[src/rtl/jk_seq_pkg.sv]
// Shared types and the per-bit JK excitation rule for the sequencer.
// Exports: state_t (FSM states), DC_* encodings, excite().
package jk_seq_pkg;

    typedef enum logic [1:0] {
        ST_IDLE,
        ST_DRIVE,
        ST_CHECK,
        ST_DONE
    } state_t;

    // Don't-care resolution: X->0 gives set/reset style, X->1 toggle style.
    localparam int DC_ZERO = 0;
    localparam int DC_ONE  = 1;

    // Returns {J,K} that moves one flip-flop from q to tgt.
    function automatic logic [1:0] excite(
        input logic q,
        input logic tgt,
        input int   dc_mode
    );
        logic       one;
        logic [1:0] jk;
        one = (dc_mode == DC_ONE);
        case ({q, tgt})
            2'b00: jk = one ? 2'b01 : 2'b00;
            2'b01: jk = one ? 2'b11 : 2'b10;
            2'b10: jk = one ? 2'b11 : 2'b01;
            2'b11: jk = one ? 2'b10 : 2'b00;
        endcase
        return jk;
    endfunction

endpackage

[src/rtl/jk_excite.sv]
// WIDTH-wide combinational JK excitation from current to target state.
// Ports: q (current state), tgt (target), j/k (excitation).
module jk_excite
    import jk_seq_pkg::*;
#(
    parameter int WIDTH   = 4,
    parameter int DC_MODE = 0
) (
    input  logic [WIDTH-1:0] q,
    input  logic [WIDTH-1:0] tgt,
    output logic [WIDTH-1:0] j,
    output logic [WIDTH-1:0] k
);

    always_comb begin
        j = '0;
        k = '0;
        for (int b = 0; b < WIDTH; b++) begin
            {j[b], k[b]} = excite(q[b], tgt[b], DC_MODE);
        end
    end

endmodule

[src/rtl/jk_seq_driver.sv]
// Steps an external JK flip-flop bank through stored target states.
// Ports: target write (wr_*), start/len/abort control, q_fb feedback,
// j/k drive, status busy/step_idx/done/err/err_idx.
module jk_seq_driver
    import jk_seq_pkg::*;
#(
    parameter int WIDTH   = 4,
    parameter int DEPTH   = 8,
    parameter int DC_MODE = 0,
    localparam int AW     = $clog2(DEPTH)
) (
    input  logic             clk,
    input  logic             reset,
    input  logic             wr_en,
    input  logic [AW-1:0]    wr_addr,
    input  logic [WIDTH-1:0] wr_data,
    input  logic             start,
    input  logic [AW:0]      len,
    input  logic             abort,
    input  logic [WIDTH-1:0] q_fb,
    output logic [WIDTH-1:0] j,
    output logic [WIDTH-1:0] k,
    output logic             busy,
    output logic [AW-1:0]    step_idx,
    output logic             done,
    output logic             err,
    output logic [AW-1:0]    err_idx
);

    state_t           state;
    logic [AW-1:0]    idx;
    logic [AW-1:0]    last_idx;
    logic [WIDTH-1:0] tgt_mem [DEPTH];
    logic [WIDTH-1:0] cur_tgt;
    logic [WIDTH-1:0] ex_j;
    logic [WIDTH-1:0] ex_k;
    logic [AW:0]      len_sat;
    logic             miss;

    assign cur_tgt  = tgt_mem[idx];
    assign miss     = (q_fb != cur_tgt);
    assign step_idx = idx;

    always_comb begin
        len_sat = len;
        if (len > (AW+1)'(DEPTH)) begin
            len_sat = (AW+1)'(DEPTH);
        end
    end

    jk_excite #(
        .WIDTH   (WIDTH),
        .DC_MODE (DC_MODE)
    ) u_excite (
        .q   (q_fb),
        .tgt (cur_tgt),
        .j   (ex_j),
        .k   (ex_k)
    );

    // The bank only moves during DRIVE; every other state holds it.
    assign j = (state == ST_DRIVE) ? ex_j : '0;
    assign k = (state == ST_DRIVE) ? ex_k : '0;

    always_ff @(posedge clk) begin
        if (reset) begin
            state    <= ST_IDLE;
            idx      <= '0;
            last_idx <= '0;
            busy     <= 1'b0;
            done     <= 1'b0;
            err      <= 1'b0;
            err_idx  <= '0;
            for (int i = 0; i < DEPTH; i++) begin
                tgt_mem[i] <= '0;
            end
        end else begin
            done <= 1'b0;

            if (wr_en && !busy) begin
                tgt_mem[wr_addr] <= wr_data;
            end

            case (state)
                ST_IDLE: begin
                    if (start) begin
                        err <= 1'b0;
                        if (len_sat == '0) begin
                            done  <= 1'b1;
                            state <= ST_DONE;
                        end else begin
                            idx      <= '0;
                            last_idx <= AW'(len_sat - 1'b1);
                            busy     <= 1'b1;
                            state    <= ST_DRIVE;
                        end
                    end
                end

                ST_DRIVE: begin
                    if (abort) begin
                        busy  <= 1'b0;
                        state <= ST_IDLE;
                    end else begin
                        state <= ST_CHECK;
                    end
                end

                ST_CHECK: begin
                    if (abort) begin
                        busy  <= 1'b0;
                        state <= ST_IDLE;
                    end else begin
                        // Only the first mismatch of a run is recorded.
                        if (miss && !err) begin
                            err     <= 1'b1;
                            err_idx <= idx;
                        end
                        if (idx == last_idx) begin
                            busy  <= 1'b0;
                            done  <= !(err || miss);
                            state <= ST_DONE;
                        end else begin
                            idx   <= idx + 1'b1;
                            state <= ST_DRIVE;
                        end
                    end
                end

                ST_DONE: begin
                    state <= ST_IDLE;
                end

                default: begin
                    busy  <= 1'b0;
                    state <= ST_IDLE;
                end
            endcase
        end
    end

endmodule

[config.mk]
export PLATFORM = sky130hd
export DESIGN_NAME = jk_seq_driver
export DESIGN_NICKNAME = d
export VERILOG_FILES = /design/src/rtl/jk_seq_pkg.sv /design/src/rtl/jk_excite.sv /design/src/rtl/jk_seq_driver.sv
export SDC_FILE = /design/constraint.sdc
export NUM_CORES = 1
export LEC_CHECK = 0
export CORE_ASPECT_RATIO = 0.75
export CORE_MARGIN = 1
export CORE_UTILIZATION = 56
export DETAILED_ROUTE_END_ITERATION = 12
export DONT_BUFFER_PORTS = 1
export HOLD_SLACK_MARGIN = 0.06
export PLACE_DENSITY = 0.81
export SYNTH_ARGS = -nofsm -noshare
export SYNTH_HDL_FRONTEND = slang
export SYNTH_SLANG_ARGS = --single-unit
[constraint.sdc]
create_clock -name clk -period 2.64 [get_ports clk]
set_clock_uncertainty 0.1 [all_clocks]
set_input_delay 0.264 -clock clk [delete_from_list [all_inputs] [get_ports clk]]
set_output_delay 0.264 -clock clk [all_outputs]
set_load 0.01 [all_outputs]
==> impl_metrics.tcl <==
set metrics [dict create \
    status "finished, final reports clean" \
    overflow 0 \
    worstPathCellList "buf_8, mux4_2, mux2i_1, inv_1, ha_1, nand4_1, nand4b_1, mux2i_1, nor2_1" \
    io_buffers 0 \
    synth_xor_xnor_area_share_pct 1.03 \
    reg2reg_depth 9 \
    die_y_um 60.4 \
    critical_path.most_common_cell "mux2i_1" \
    fp.dieArea_um2 4820 \
    cts_root_buf "clkbuf_8" \
    rsz0062_at_grt "true" \
    dr_total_vias 1685 \
    synth_top_flop_cell "edfxtp_1" \
    post-dp-hpwl_um 3720 \
    clk_pin_slew_ns 0.08 \
    synth.most_common_cell "and2_1" \
    synthToLayoutAreaGrowth_pct 8.75 \
    drt_iter0_markers 163 \
    slowest_stage "mux4_2" \
    fmax_mhz 396 \
    synth_edf_count 32 \
    row_count 20 \
    crit_arrival_ns 2.61 \
    cts_tree "built" \
    synth_top_area_cell "edfxtp_1" \
    ios 37 \
    drcViolationCount 0 \
    slew_headroom_pct 45.6 \
    crit_end "err_idx[0]" \
    peakVddDrop_uv 304 \
    nNetsFinal 263 \
    endpoint_kind "register" \
    synth-simple-area-share_pct 19.3 \
    htree_levels 2 \
    drt_wl_total_um 5090 \
    worstPathMaxFanout 8 \
    ys_types 38 \
    timing_worst_setup_path_type "register to register" \
    yosys-mux-area-fraction_pct 10.7 \
    antennaDiodeCount 0 \
    synth_nets 254 \
    slowest_delay_ns 0.52 \
    clk_latency_ns 0.31 \
    cts_buffers 5 \
    min_path_type "input port to register" \
    grt_pass1_vias 1657 \
    grt_start_max_net_pins 17 \
    setup_viol 0 \
    antenna_found_initial 0 \
    gp_congestion 0.828 \
    yosysWarnings 0 \
    ys_ff_latch 49 \
    finalCritPeriodShare_pct 95.8 \
    post-route-util_pct 65.8 \
    start_kind "register" \
    layout-drive-gt1-share_pct 11.3 \
    async_flop_share_pct 0 \
    fp.dieW_um 79.8 \
    synth.top_cells.by_area "edfxtp_1, dfxtp_1, and2_1" \
    clock_path_buffers 2 \
    syn_inst 221 \
    synth_top_area_share_pct 37.8 \
    r2r_end "err_idx[0]" \
    setup-tns-final_ns 0 \
    ys_seq_area_share_pct 51.1 \
    ant_nets 0 \
    grt_pass1_wl_um 8250 \
    wl_per_cell_um 17.8 \
    drtPass1Iterations 4 \
    synth_top_family_by_area "simple AND/OR/NAND/NOR gates" \
    core_area_um2 4200 \
    hold_viol 0 \
    grt_usage_pct 23.9 \
    ys_top_cells_by_count "and2_1, edfxtp_1, dfxtp_1" \
    cp.required_ns 2.72 \
    start_util_pct 60.5 \
    power_leakage_nw 1.07 \
    total_power_w 0.00146 \
    power.density_nw_per_um2 529 \
    worst_pin_slew_ns 0.808 \
    via_per_inst 5.89 \
    synthAdderAreaFrac_pct 6.39 \
    slew_viol_final 0 \
    maxCapViolCount 0 \
    rrSetupSlack_ns 0.11 \
    hold_depth 1 \
    syn-mean-instance-area_um2 11.5 \
    clock_sink_count 49 \
    netlist_area_um2 2540 \
    period_needed_ns 2.53 \
    synth_compound_area_share_pct 7.77 \
]
-- final cells by class --
type / instances / area, um^2
fillers: 319 / 1440
flip-flops and latches: 49 / 1300
multi-input cells: 150 / 1160
repair buffers: 10 / 100
clock buffers: 6 / 72.6
well taps: 55 / 68.8
inverters: 14 / 52.6
clock inverters: 2 / 15.0
-- power breakdown --
part / leakage (nW) / switching, W / internal [W]
Combinational: 0.558 / 0.0000951 / 0.0000632
Sequential: 0.469 / 0.0000200 / 0.000848
Clock: 0.0457 / 0.000247 / 0.000189
Total: 1.07 / 0.000362 / 0.00110
-- metrics by stage --
step / std cells / area (um^2) / hold slack, ns / worst slack (ns)
2_1_floorplan: 221 / 2540 / 0.266 / 0.331
3_3_place_gp: 270 / 2590 / 0.239 / 0.180
3_5_place_dp: 270 / 2590 / 0.241 / 0.124
4_1_cts: 285 / 2740 / 0.0641 / 0.0857
5_1_grt: 286 / 2770 / 0.0615 / -0.0564
6_report: 286 / 2770 / 0.0683 / 0.112
-- critical path, delay by kind of cell (launching register included) --
family | cells | cell delay [ns]
adders and majority gates | 1 | 0.27
and+or+nand+nor | 3 | 0.50
muxes | 3 | 0.99
buffers and inverters | 2 | 0.21
DFF | 1 | 0.34
-- worst min-delay path by stage --
stage / start / end / slack [ns]
floorplan: abort / state[1] / 0.27
global placement: reset / state[0] / 0.24
detailed placement: reset / last_idx[2] / 0.24
CTS: wr_data[0] / tgt_mem[5][0] / 0.06
global route: wr_data[0] / tgt_mem[5][0] / 0.06
finish: wr_data[0] / tgt_mem[5][0] / 0.07
-- kinds of logic after synthesis --
logic type / after synthesis
XOR/XNOR: 3
adder cells (fa/ha/maj): 13
multiplexers: 17
AND/OR/NAND/NOR: 87
AO/OA/AOI/OAI: 30
flip-flops: 49
buffers and inverters: 22
-- sequential cells by signal (all words and copies together) (netlist names), named ones only --
register	cells
err	1
tgt_mem	32
last_idx	3
step_idx	3
err_idx	3
done	1
busy	1
state	2
-- routing by layer --
metal  share of wire (%)  track usage (%)
met5                   0                0
met4                 1.6             8.42
met3                  10             8.12
met2                  44             35.7
met1                  44             33.0
-- cell usage in the layout (no fill, tap or decap), types with 2 or more instances in the layout --
cell type,instances
dfxtp_1,16
buf_4,2
dlygate4sd3_1,7
nand2_1,5
nand4_1,2
nor2_1,16
nor4_1,2
nor3b_1,3
mux2i_1,6
nand2b_1,5
a21oi_1,6
or2_2,2
and2_1,40
o221ai_1,2
o21ai_0,11
edfxtp_1,32
inv_1,14
clkbuf_8,5
xor2_1,3
o41ai_1,3
mux4_2,8
nor3_1,7
ha_1,13
mux2i_2,2
-- timing repair --
item                       CTS  global route
buffers inserted             0             1
setup endpoints to repair    0             3
hold endpoints to repair    45             0
hold buffers                 7             0
gates resized for setup      0             5
No activity file was read; power rests on OpenSTA's default activity.
